File: src/rtl/countdown_mmss.sv
// countdown_mmss: microwave cook-time countdown, BCD MM:SS (max 99:59).
// The 1 s time base (sec_clk) is sampled as data in the clk_in domain. By default
// a rising edge of sec_clk is one tick; with EDGE_DETECT=0 every high cycle is a tick.
// Ports:
//   clk_in, rst_n                 system clock, synchronous active-low reset
//   sec_clk                       time base from the clock divider
//   load, ld_mt/ld_mo/ld_st/ld_so load strobe and BCD digits to load (clamped)
//   start, stop, clear            command strobes
//   mt, mo, st, so                current count, BCD, registered
//   running, done, done_pulse     status: RUNNING, DONE level, 1-cycle DONE entry pulse
module countdown_mmss #(
  parameter bit EDGE_DETECT = 1'b1
) (
  input  logic       clk_in,
  input  logic       rst_n,
  input  logic       sec_clk,
  input  logic       load,
  input  logic [3:0] ld_mt,
  input  logic [3:0] ld_mo,
  input  logic [3:0] ld_st,
  input  logic [3:0] ld_so,
  input  logic       start,
  input  logic       stop,
  input  logic       clear,
  output logic [3:0] mt,
  output logic [3:0] mo,
  output logic [3:0] st,
  output logic [3:0] so,
  output logic       running,
  output logic       done,
  output logic       done_pulse
);

  typedef enum logic [1:0] {StIdle, StPaused, StRunning, StDone} state_e;

  state_e     r_state, w_state_d;
  logic [3:0] r_mt, r_mo, r_st, r_so;
  logic [3:0] w_mt_d, w_mo_d, w_st_d, w_so_d;
  logic       r_sec_q;
  logic       r_running, r_done, r_done_pulse;
  logic       w_done_pulse_d;
  logic       w_tick;
  logic       w_is_zero;
  logic       w_is_one;

  function automatic logic [3:0] clamp(input logic [3:0] v, input logic [3:0] lim);
    return (v > lim) ? lim : v;
  endfunction

  assign w_tick    = EDGE_DETECT ? (sec_clk & ~r_sec_q) : sec_clk;
  assign w_is_zero = ({r_mt, r_mo, r_st, r_so} == 16'h0000);
  assign w_is_one  = ({r_mt, r_mo, r_st, r_so} == 16'h0001);

  // Command priority: clear > load > stop > start > tick. A command that is not
  // applicable in the current state is ignored and does not mask lower ones.
  always_comb begin
    w_state_d      = r_state;
    w_mt_d         = r_mt;
    w_mo_d         = r_mo;
    w_st_d         = r_st;
    w_so_d         = r_so;
    w_done_pulse_d = 1'b0;
    if (clear) begin
      w_state_d = StIdle;
      w_mt_d    = 4'd0;
      w_mo_d    = 4'd0;
      w_st_d    = 4'd0;
      w_so_d    = 4'd0;
    end else if (load && (r_state != StRunning)) begin
      w_state_d = StPaused;
      w_mt_d    = clamp(ld_mt, 4'd9);
      w_mo_d    = clamp(ld_mo, 4'd9);
      w_st_d    = clamp(ld_st, 4'd5);
      w_so_d    = clamp(ld_so, 4'd9);
    end else if (stop && (r_state == StRunning)) begin
      w_state_d = StPaused;
    end else if (start && (r_state == StPaused) && !w_is_zero) begin
      w_state_d = StRunning;
    end else if (w_tick && (r_state == StRunning)) begin
      // RUNNING always holds a non-zero count, so the final borrow into mt is safe.
      if (r_so != 4'd0) begin
        w_so_d = r_so - 4'd1;
      end else begin
        w_so_d = 4'd9;
        if (r_st != 4'd0) begin
          w_st_d = r_st - 4'd1;
        end else begin
          w_st_d = 4'd5;
          if (r_mo != 4'd0) begin
            w_mo_d = r_mo - 4'd1;
          end else begin
            w_mo_d = 4'd9;
            w_mt_d = r_mt - 4'd1;
          end
        end
      end
      if (w_is_one) begin
        w_state_d      = StDone;
        w_done_pulse_d = 1'b1;
      end
    end
  end

  always_ff @(posedge clk_in) begin
    if (!rst_n) begin
      r_state      <= StIdle;
      r_mt         <= 4'd0;
      r_mo         <= 4'd0;
      r_st         <= 4'd0;
      r_so         <= 4'd0;
      // History starts high so a sec_clk already high at release is not a tick.
      r_sec_q      <= 1'b1;
      r_running    <= 1'b0;
      r_done       <= 1'b0;
      r_done_pulse <= 1'b0;
    end else begin
      r_state      <= w_state_d;
      r_mt         <= w_mt_d;
      r_mo         <= w_mo_d;
      r_st         <= w_st_d;
      r_so         <= w_so_d;
      r_sec_q      <= sec_clk;
      r_running    <= (w_state_d == StRunning);
      r_done       <= (w_state_d == StDone);
      r_done_pulse <= w_done_pulse_d;
    end
  end

  assign mt         = r_mt;
  assign mo         = r_mo;
  assign st         = r_st;
  assign so         = r_so;
  assign running    = r_running;
  assign done       = r_done;
  assign done_pulse = r_done_pulse;

endmodule

File: config.mk
export PLATFORM = sky130hd
export DESIGN_NAME = countdown_mmss
export DESIGN_NICKNAME = d
export VERILOG_FILES = /design/src/rtl/countdown_mmss.sv
export SDC_FILE = /design/constraint.sdc
export NUM_CORES = 1
export LEC_CHECK = 0
export ABC_AREA = 1
export CAP_MARGIN = 10
export CORE_MARGIN = 3
export CORE_UTILIZATION = 41
export CTS_CLUSTER_DIAMETER = 80
export DETAILED_ROUTE_END_ITERATION = 8
export HOLD_SLACK_MARGIN = 0.12
export PLACE_DENSITY = 0.82
export SYNTH_ARGS = -nofsm -noshare
export SYNTH_HDL_FRONTEND = slang
export SYNTH_SLANG_ARGS = --single-unit
File: constraint.sdc
create_clock -name clk_in -period 1.4 [get_ports clk_in]
set_clock_uncertainty 0.1 [all_clocks]
set_input_delay 0.21 -clock clk_in [delete_from_list [all_inputs] [get_ports clk_in]]
set_output_delay 0.21 -clock clk_in [all_outputs]
set_load 0.02 [all_outputs]
Word-level counts from Yosys, hierarchy flattened
Cells that the tools add are included.

Bits in registers: 22. Logic and storage cells: 85.

Add/sub/neg operators: 4. Magnitude comparators: 4. Equality and inequality tests: 11. Multiplexer cells: 36. Bitwise gates (word level): 4. Reduce and logical (&&, ||, !) cells: 17.

Operator list (number): $mux W4 (29); $eq A16 B1 Y1 const B (1); $logic_not A16 Y1 (1); $sub A4 B1 Y4 const B (4); $gt A4 B4 Y1 const B (3); $mux W2 (6); $ne A2 B2 Y1 const B (6); $reduce_bool A4 Y1 (3); $eq A2 B2 Y1 const B (3); $reduce_and A6 Y1 (1); $reduce_or A6 Y1 (1); $logic_and A1 B1 Y1 (5); $reduce_and A5 Y1 (1); $gt A4 B3 Y1 const B (1); $reduce_and A4 Y1 (1); $not A1 Y1 (3); $reduce_and A3 Y1 (1); $eq A2 B1 Y1 const B (1); $reduce_bool A2 Y1 (1); $reduce_or A2 Y1 (1); $and A1 B1 Y1 (1); $logic_not A1 Y1 (1); $mux W1 (1).

Logic depth before layout (Yosys ltp)
Gate-level depths: netlist of run 1.

Word-level depth: 9. Mapped depth: 10. Mapped depth without buffers: 10.

Worst setup path after synthesis of run 1
No wires, ideal clock.

Path type: register -> register. Start point: register r_mt[0], in the netlist mt[0]. End point: register r_done, in the netlist done. Setup time: 0.114 ns. Data arrival time: 1.214 ns. Data required time: 1.186 ns. Setup slack: -0.028 ns. Stages on the path, launching flop included: 11. Buffers on the path: 0. Clock period less this slack: 1.428 ns. Path through: dfxtp_1 -> inv_1 -> ha_1 -> nand2_1 -> nor2_1 -> nand2_1 -> nand2_1 -> nand2_1 -> nand3_1 -> nand2_1 -> nor2_1.

Cells in the longest elaborated chain, start to end: 8. Elaborated cells between the ends (all ways): 11. Those cells by class: 2 x eq/ne; 6 x mux; 3 x reduce/logical.

RTL lines: start: declaration (RTL line 37) `logic [3:0] r_mt, r_mo, r_st, r_so;`; start signal: assignment (RTL line 118) `r_mt <= w_mt_d;`; $eq A16 B1 Y1 / $logic_not A16 Y1 (equally long branches) (RTL line 52, 51); $mux W2 / $logic_not A1 Y1 (equally long branches) (RTL line 97, 77); $mux W2 / $logic_and A1 B1 Y1 (equally long branches) (RTL line 79, 77); $mux W2 * (RTL line 77) `end else if (start && (r_state == StPaused) && !w_is_zero) begin`; $mux W2 * (RTL line 75) `end else if (stop && (r_state == StRunning)) begin`; $mux W2 * (RTL line 69) `end else if (load && (r_state != StRunning)) begin`; $mux W2 * (RTL line 63) `if (clear) begin`; $eq A2 B2 Y1 * (RTL line 124) `r_done <= (w_state_d == StDone);`; end signal: assignment (RTL line 124); end: declaration (RTL line 40) `logic r_running, r_done, r_done_pulse;`.

Every way passes the cells marked *; elsewhere a longest branch is shown, timed or not. A chain may end at the register's enable or synchronous reset.

Worst setup path in the final report of run 1
Start point: register r_state[0]. End point: register r_mt[3], in the netlist mt[3].

Cells in the longest elaborated chain, start to end: 5. Elaborated cells between the ends (all ways): 16. Those cells by class: 8 x eq/ne; 1 x mux; 7 x reduce/logical.

RTL lines: start: declaration (RTL line 36) `state_e r_state, w_state_d;`; start signal: assignment (RTL line 106) `r_state <= StIdle;`; start signal: assignment (RTL line 117) `r_state <= w_state_d;`; $eq A2 B1 Y1 (RTL line 77); $logic_and A1 B1 Y1 (2 in a row) (RTL line 77); $ne A2 B2 Y1 (no source line); $reduce_and A6 Y1 (no source line).

Several ways; a longest one is shown, not always the timed one.

==> metrics.yaml, run 1 <==
placed_design:
  gp_congestion: 0.8431
  dp_slack_ns: -0.3384
  placed_area_mm2: 0.001889
  dp.cells: 308
  portBuffers: 41
  dpl.hpwl_mm: 2.418
logic_synthesis:
  synth_warnings: 0
  syn_inst: 211
  yosysTopAreaCellShare_pct: 33.49
  yosysSeqAreaShare_pct: 33.49
  syn_nets: 236
  ys_seq_elements: 22
  netlist_top_cells_area: "dfxtp_1 33%, nand2_1 14%, nor2_1 13%"
  syn-cell-area_mm2: 0.001315
  synth_cell_types: 24
  yosys.area.top_type: "dfxtp_1"
  avgSynthCellArea_um2: 6.232
cts:
  htree_levels: 1
  cts_buffers: 3
  cts.sinks: 22
  cts-root-buf: "clkbuf_4"
  cts_tree: "done"
  clk_path_buf_depth: 2
  clk_pin_slew_ns: 0.11
  hold_buffers: 0
  insertion_delay_ns: 0.30
grt:
  grt-ovfl-total: 0
  grt_usage_pct: 16.25
  grt_pass1_wl_mm: 5.326
  grt_max_degree: 15
  first_global_vias: 1315
  antenna_found_initial: 0
critical_path:
  reg2regPathDepth: 10
  r2r-start: "r_state[0]$_SDFF_PN0_"
  cp-startpoint: "r_state[0]$_SDFF_PN0_"
  r2r_slack_ns: -0.08
  critPathLaunchType: "flip-flop"
  crit_end: "mt[3]$_SDFFE_PP0P_"
  arrival_ns: 1.58
  r2r_end: "mt[3]$_SDFFE_PP0P_"
  critPathRequiredTime_ns: 1.51
  crit_fanout: 6
  critical_path_class: "flip-flop to flip-flop"
  critPathCaptureType: "flip-flop"
pwr:
  power.leakage_nw: 0.9908
  worst_ir_drop_vdd_uv: 483.9
  p_per_area_mw_per_mm2: 686.4
  finalPower_mw: 1.408
floorplan:
  boundaryPins: 42
  die_area_mm2: 0.003923
  core_area_mm2: 0.002900
  fp.dieW_um: 62.64
  row_count: 19
  die_h_um: 62.64
  start_util_pct: 45.34
final_layout:
  drive_above_1_share_pct: 28.36
  area_delta_synth_final_pct: 55.95
  stdcell_count: 317
  utilization_pct: 70.71
  design_area_mm2: 0.002051
  layout.nets: 302
  fill_cells: 262
  antenna_cells: 0
route:
  antenna_left: 0
  drt_pass1_iterations: 5
  wl_per_cell_um: 10.58
  viasPerCell: 4.776
  drt-initial-drc-count: 107
  vias: 1514
  wirelength_mm: 3.355
  drcViolationCount: 0
worst_hold_path:
  hp-class: "primary input to flip-flop"
timing:
  period_minus_slack_ns: 1.479
  fin_crit_sh_pct: 105.6
  fin_ws_ns: -0.07871
  finalSetupViolCount: 13
  relSlewSlack_pct: 85.34
  rsz0062_at_grt: "true"
  max_freq_ghz: 0.6763
  setup-tns-final_ns: -0.2968
  tightestPinTransition_ns: 0.2176
  drv_slew: 0
  finalHoldViolCount: 0
  finalHoldWorstSlack_ns: 0.3126
job:
  cap_violations: 0
run_status:
  violations: "negative setup slack"
  outcome: "complete, but fails checks"
[worst max-delay path, cell delays in order (launching register included)]
cell and delay (ns):
dfxtp_2 0.37, inv_2 0.04, nand2_2 0.07, nand2_4 0.09
buf_6 0.13, buf_6 0.11, buf_6 0.12, nand2_4 0.10
nand2_2 0.07, o21ai_1 0.14, nor2_1 0.05
[registers in the layout, summed over array words and instances (netlist names)]
| signal | flops |
|---|---|
| r_sec_q | 1 |
| done_pulse | 1 |
| mo | 4 |
| so | 4 |
| done | 1 |
| running | 1 |
| st | 4 |
| mt | 4 |
| r_state | 2 |
[cell usage in the layout, fill, tap and decap left out]
| master | count |
|---|---|
| xor2_1 | 1 |
| dlygate4sd2_1 | 10 |
| a21oi_2 | 2 |
| nand2_1 | 40 |
| clkdlybuf4s15_1 | 6 |
| nand2_4 | 3 |
| a22oi_1 | 1 |
| nand3_1 | 9 |
| inv_2 | 5 |
| a31oi_1 | 1 |
| inv_6 | 1 |
| nor2_4 | 4 |
| nor2_1 | 35 |
| dfxtp_2 | 8 |
| o21ai_0 | 18 |
| clkbuf_4 | 3 |
| clkdlybuf4s50_1 | 22 |
| inv_1 | 22 |
| o21ai_1 | 2 |
| clkbuf_2 | 3 |
| a21oi_1 | 8 |
| buf_12 | 1 |
| nor2_2 | 10 |
| o21ai_2 | 4 |
| buf_6 | 5 |
| nand2_2 | 10 |
| nand3b_1 | 2 |
| nor3_1 | 3 |
| dfxtp_1 | 14 |
| nand3_2 | 1 |
| o211ai_1 | 1 |
| buf_4 | 17 |
| ha_1 | 2 |
| nor3_2 | 1 |
[synth_stat cells]
| master | count |
|---|---|
| nand2_1 | 48 |
| nor2_1 | 44 |
| inv_1 | 27 |
| o21ai_0 | 23 |
| dfxtp_1 | 22 |
| a21oi_1 | 10 |
| nand3_1 | 10 |
| nor3_1 | 4 |
| nor2_2 | 3 |
| ha_1 | 2 |
| nand2_2 | 2 |
| nand2_4 | 2 |
| nand3b_1 | 2 |
| nor2_4 | 2 |
| a22oi_1 | 1 |
| a31oi_1 | 1 |
| buf_4 | 1 |
| buf_6 | 1 |
| buf_8 | 1 |
| clkbuf_1 | 1 |
| inv_2 | 1 |
| o211ai_1 | 1 |
| o21ai_1 | 1 |
| xor2_1 | 1 |
[routing by layer]
layer  GRT usage, %  share of wire (%)
met5              0                  0
met4          6.061                1.7
met3          2.518                6.6
met2          29.56                 49
met1          18.99                 43
[what timing repair did]
item / 4_1_cts / 5_1_grt
pin swaps: 3 / 15
gates resized for setup: 30 / 53
setup endpoints to repair: 24 / 30
buffers inserted: 1 / 5
gates cloned: 1 / 0
[area by class of cell]
class | instances | area [µm²] | area share (%)
inverters | 28 | 110.1 | 5.369
flip-flops and latches | 22 | 450.4 | 21.96
repair buffers | 64 | 586.8 | 28.61
well taps | 42 | 52.55 | 2.563
clock buffers | 3 | 22.52 | 1.098
multi-input cells | 158 | 828.3 | 40.39
[power by group]
group	leakage [nW]	internal, mW	switching, mW
Clock	0.0138	0.100	0.179
Combinational	0.794	0.214	0.235
Sequential	0.183	0.652	0.0267
[how the worst min path moves through the flow]
stage	slack [ns]	end	start	depth (start not counted)
6_report	0.31	r_sec_q$_SDFF_PN1_	rst_n	2
5_1_grt	0.33	r_sec_q$_SDFF_PN1_	rst_n	2
4_1_cts	0.31	r_sec_q$_SDFF_PN1_	rst_n	2
3_5_place_dp	0.36	st[3]$_SDFFE_PP0P_	st[3]$_SDFFE_PP0P_	2
3_3_place_gp	0.36	st[3]$_SDFFE_PP0P_	st[3]$_SDFFE_PP0P_	2
2_1_floorplan	0.18	r_sec_q$_SDFF_PN1_	rst_n	1
[cell families (layout without fill, tap and decap cells)]
| kind of cell | count (synthesis) | count (layout) | share of synthesized area (%) |
|---|---|---|---|
| xor gates and xnor gates | 1 | 1 | 0.6662 |
| buffers and inverters | 32 | 95 | 10.85 |
| AOI/OAI and AO/OA | 37 | 37 | 14.56 |
| and+or+nand+nor | 117 | 118 | 38.53 |
| DFF | 22 | 22 | 33.49 |
| adders and majority gates | 2 | 2 | 1.903 |
Note: power is estimated with default switching activity, not from simulation.
==> run 2, diff against run 1 <==
Settings changed: SKIP_LAST_GASP from default to 1.
==> run 2 against run 1 <==
  * The flow still finishes with violations (negative setup slack)
  * Final cell count decreased by 0.63%
  * Sequential share of layout area up 0.24 points
  * Critical path depth decreased by 1
==> metrics.yaml, run 2 (synthesized netlist as in run 1, its figures left out) <==
run_status:
  outcome: "complete, but fails checks"
  violations: "negative setup slack"
route:
  dr_wl_met3_um: 181
  drt_pass1_iterations: 5
  viasPerCell: 4.771
  drcViolationCount: 0
  antenna_left: 0
  wl_per_cell_um: 11.13
  wl_met1_mm: 1.513
  drt-initial-drc-count: 139
  vias: 1503
  wirelength_mm: 3.507
  highest-signal-layer: "met4"
  met2WireLength_mm: 1.749
placed_design:
  dpl.hpwl_mm: 2.418
  gp_congestion: 0.8431
  dp_slack_ns: -0.3384
  placed_area_mm2: 0.001889
  portBuffers: 41
critical_path:
  critical_path_class: "flip-flop to flip-flop"
  crit_chain: "inv_1 > nor2_2 > nand2_2 > nor2_4 > nand2_4 > nand2_8 > nand2_2 > o21ai_1 > nor2_1"
  r2r_slack_ns: -0.03
  reg2regPathDepth: 9
  crit_end: "mt[3]$_SDFFE_PP0P_"
  r2r-start: "r_state[1]$_SDFF_PN0_"
  crit_path_max_incr_delay_ns: 0.35
  r2r_end: "mt[3]$_SDFFE_PP0P_"
  cp-startpoint: "r_state[1]$_SDFF_PN0_"
  critPathLaunchType: "flip-flop"
  critPathCaptureType: "flip-flop"
  path_delay_family: "simple AND/OR/NAND/NOR gates"
  crit_slowest_cell: "dfxtp_2"
  timing.critical_path.mode_cell: "nand2_2"
  arrival_ns: 1.54
  cp_num_buf_inv: 1
  cp_num_cells: 9
  crit_fanout: 6
  critPathRequiredTime_ns: 1.51
final_layout:
  area_delta_synth_final_pct: 55.09
  antenna_cells: 0
  utilization_pct: 70.32
  final_cell_mix: "38 x nand2_1, 33 x nor2_1, 23 x inv_1"
  fill_cells: 253
  final_common_cell: "nand2_1"
  multi_input_area_um2: 850.8
  drive_above_1_share_pct: 30.40
  layout.nets: 300
  regArea_um2: 452.9
  design_area_mm2: 0.002039
cts:
  clk_pin_slew_ns: 0.11
  htree_levels: 1
  cts_tree: "done"
  cts_buffers: 3
  cts-root-buf: "clkbuf_4"
  hold_buffers: 0
  insertion_delay_ns: 0.31
  cts.sinks: 22
  clk_path_buf_depth: 2
timing:
  fin_crit_sh_pct: 102.1
  relSlewSlack_pct: 84.80
  drv_slew: 0
  finalHoldWorstSlack_ns: 0.3018
  finalHoldViolCount: 0
  fin_ws_ns: -0.02921
  finalSetupViolCount: 2
  tightestPinTransition_ns: 0.2256
  rsz0062_at_grt: "true"
  period_minus_slack_ns: 1.429
  max_freq_ghz: 0.6997
grt:
  grt_usage_pct: 16.21
  grt_pass1_wl_mm: 5.313
  grt_max_degree: 15
  first_global_vias: 1312
  antenna_found_initial: 0
  grt-ovfl-total: 0
floorplan:
  fp.dieW_um: 62.64
  core_area_mm2: 0.002900
  row_count: 19
  boundaryPins: 42
  die_h_um: 62.64
  die_area_mm2: 0.003923
  start_util_pct: 45.34
pwr:
  pwr-share-seq_pct: 47.7
  switchingPower_uw: 459.5
  power.leakage_nw: 0.9906
  worst_ir_drop_vdd_uv: 471.3
  p_int_uw: 968.2
  combPwrFrac_pct: 32.4
  pwr-share-clk_pct: 19.9
  p_sw_share_pct: 32.18
  p_per_area_mw_per_mm2: 700.0
job:
  cap_violations: 0
worst_hold_path:
  hp-class: "primary input to flip-flop"
## run 2: worst min path at each step
stage	from	to	slack, ns	cells past startpoint
2_1_floorplan	rst_n	r_sec_q$_SDFF_PN1_	0.18	1
3_5_place_dp	st[3]$_SDFFE_PP0P_	st[3]$_SDFFE_PP0P_	0.36	2
4_1_cts	rst_n	r_sec_q$_SDFF_PN1_	0.31	2
6_report	rst_n	r_sec_q$_SDFF_PN1_	0.30	2
5_1_grt	rst_n	r_sec_q$_SDFF_PN1_	0.32	2
3_3_place_gp	st[3]$_SDFFE_PP0P_	st[3]$_SDFFE_PP0P_	0.36	2
## run 2: power groups by stage
stage          logic, mW  clock network [mW]  registers (mW)
2_1_floorplan      0.199                   0           0.711
3_3_place_gp       0.400                   0           0.687
3_5_place_dp       0.406                   0           0.688
4_1_cts            0.403               0.288           0.674
5_1_grt            0.510               0.310           0.686
6_report           0.462               0.285           0.681
## run 2: timing repair
action / 4_1_cts / 5_1_grt
resized for setup: 27 / 63
pin swaps: 3 / 9
setup endpoints to repair: 24 / 30
setup buffers: 1 / 4
cloned: 1 / 0
## run 2: through the flow
| step | std cells | setup TNS, ns | power (mW) |
|---|---|---|---|
| after global placement | 308 | -4.072 | 1.088 |
| after global routing | 315 | -1.317 | 1.505 |
| after CTS | 313 | -0.08984 | 1.364 |
| final | 315 | -0.04378 | 1.428 |
| after detailed placement | 308 | -4.513 | 1.094 |
| after floorplan | 211 | 0 | 0.9100 |
## run 2: layer usage
layer  GRT usage, %  up-vias
met1          18.88      667
met5              0        -
met3          2.518        6
met4          6.061        0
li1               -      788
met2          29.56       42
## run 2: cell type report
class	instances	share of cell area, %
Inverter	28	5.399
Timing Repair Buffer	62	26.99
Tap cell	42	2.577
Clock buffer	3	1.104
Multi-Input combinational cell	158	41.72
Sequential cell	22	22.21
==> run 3, diff against run 2 <==
Clock period 1.4 ns to 1.23 ns, I/O delays scaled along.
==> run 3 against run 2 <==
  * The flow still finishes with violations (negative setup slack)
  * First-iteration DRC count down 1.4%
  * Fmax fell by 5.9%
  * Global-route usage is 8.0 points higher
  * Die area unchanged
  * Setup slack worse by 0.26 ns
==> metrics.yaml, run 3 (synthesized netlist as in run 1, its figures left out) <==
run_status:
  outcome: "complete, but fails checks"
  violations: "negative setup slack"
pwr:
  worst_ir_drop_vdd_uv: 752.0
  p_per_area_mw_per_mm2: 821.5
  power.leakage_nw: 1.150
grt:
  antenna_found_initial: 0
  grt_usage_pct: 24.17
  grt-ovfl-total: 0
  grt_max_degree: 15
  first_global_vias: 1660
  grt_pass1_wl_mm: 7.603
timing:
  finalHoldViolCount: 0
  relSlewSlack_pct: 80.21
  finalHoldWorstSlack_ns: 0.2369
  tightestPinTransition_ns: 0.2938
  rsz0062_at_grt: "true"
  fin_ws_ns: -0.2880
  fin_crit_sh_pct: 123.4
  drv_slew: 0
  finalSetupViolCount: 26
  period_minus_slack_ns: 1.518
  max_freq_ghz: 0.6587
route:
  drt-initial-drc-count: 137
  antenna_left: 0
  drt_pass1_iterations: 5
  wirelength_mm: 5.527
  vias: 1831
  drcViolationCount: 0
  viasPerCell: 5.401
  wl_per_cell_um: 16.30
placed_design:
  dpl.hpwl_mm: 2.677
  gp_congestion: 0.8781
  portBuffers: 41
  dp_slack_ns: -0.4820
cts:
  insertion_delay_ns: 0.35
  hold_buffers: 0
  cts_buffers: 3
  clk_pin_slew_ns: 0.15
  cts.sinks: 22
  cts_tree: "done"
  htree_levels: 1
  cts-root-buf: "clkbuf_4"
  clk_path_buf_depth: 2
critical_path:
  crit_slowest_cell: "dfxtp_4"
  critPathRequiredTime_ns: 1.42
  critical_path_class: "flip-flop to flip-flop"
  crit_path_max_incr_delay_ns: 0.40
  critPathCaptureType: "flip-flop"
  crit_chain: "nor2_4 > nand2_4 > nor2_4 > nand2_4 > nand2_8 > buf_4 > a21oi_1 > nor2_1"
  arrival_ns: 1.71
  crit_fanout: 7
  critPathLaunchType: "flip-flop"
  r2r_slack_ns: -0.29
final_layout:
  fill_cells: 164
  drive_above_1_share_pct: 48.82
  final_common_cell: "nand2_1"
  utilization_pct: 83.30
  final_cell_mix: "34 x nand2_1, 31 x nor2_1, 31 x buf_4"
  layout.nets: 323
  antenna_cells: 0
  area_delta_synth_final_pct: 83.73
job:
  cap_violations: 0
floorplan:
  die_area_mm2: 0.003923
  boundaryPins: 42
  die_h_um: 62.64
  fp.dieW_um: 62.64
  row_count: 19
  start_util_pct: 45.34
  core_area_mm2: 0.002900
worst_hold_path:
  hp-class: "primary input to flip-flop"
run 3: changes by cell type in the layout (fill, tap and decap cells not counted), sizes merged:
cell / change
nand2: +1
clkbuf: -3
dlygate4sd2: -13
inv: +1
clkdlybuf4s15: -1
buf: +39
run 3: stage by stage:
step / TNS, ns / instance area [µm²] / cells / total power, mW
4_1_cts: -2.809 / 2251 / 337 / 1.847
3_3_place_gp: -7.359 / 2036 / 322 / 1.278
5_1_grt: -5.950 / 2416 / 339 / 2.065
2_1_floorplan: -0.4580 / 1370 / 211 / 1.042
6_report: -4.535 / 2416 / 339 / 1.985
3_5_place_dp: -8.100 / 2036 / 322 / 1.289
run 3: what timing repair did:
item	in CTS	in global routing
gates resized for setup	118	56
buffers inserted	8	2
endpoints found under the setup margin	40	29
pin swaps	27	17
gates cloned	3	0
run 3: final cells by class:
class                           count  area (µm²)  area share (%)
Timing Repair inverter              1       6.256          0.2589
Tap cell                           42       52.55           2.175
Sequential cell                    22       484.2           20.04
Multi-Input combinational cell    159        1006           41.64
Timing Repair Buffer               83       696.9           28.85
Clock buffer                        4       47.55           1.968
Inverter                           28       122.6           5.075
run 3: final timing paths:
path,startpoint,to,depth (start not counted)
worst min register to register,st[3]$_SDFFE_PP0P_,st[3]$_SDFFE_PP0P_,2
worst min-delay path,rst_n,r_sec_q$_SDFF_PN1_,2
worst max register to register,r_state[0]$_SDFF_PN0_,mo[3]$_SDFFE_PP0P_,8
worst max-delay path,r_state[0]$_SDFF_PN0_,mo[3]$_SDFFE_PP0P_,8
run 3: worst max-delay path, delay by kind of cell (launching register included):
family / cells / cell delay (ns)
flops: 1 / 0.40
simple gates: 6 / 0.76
compound gates: 1 / 0.08
buf+inv: 1 / 0.12
run 3: where the power goes:
group	internal (mW)	switching [mW]	total (mW)
Combinational	0.320	0.382	0.702
Sequential	0.733	0.0359	0.769
Clock	0.249	0.265	0.514
run 3: layer usage:
| layer | global-route usage, % | part of all wire [%] |
|---|---|---|
| met1 | 28.12 | 36 |
| met2 | 42.74 | 50 |
| met3 | 3.058 | 8.6 |
| met4 | 12.95 | 5.0 |
| met5 | 0 | 0 |
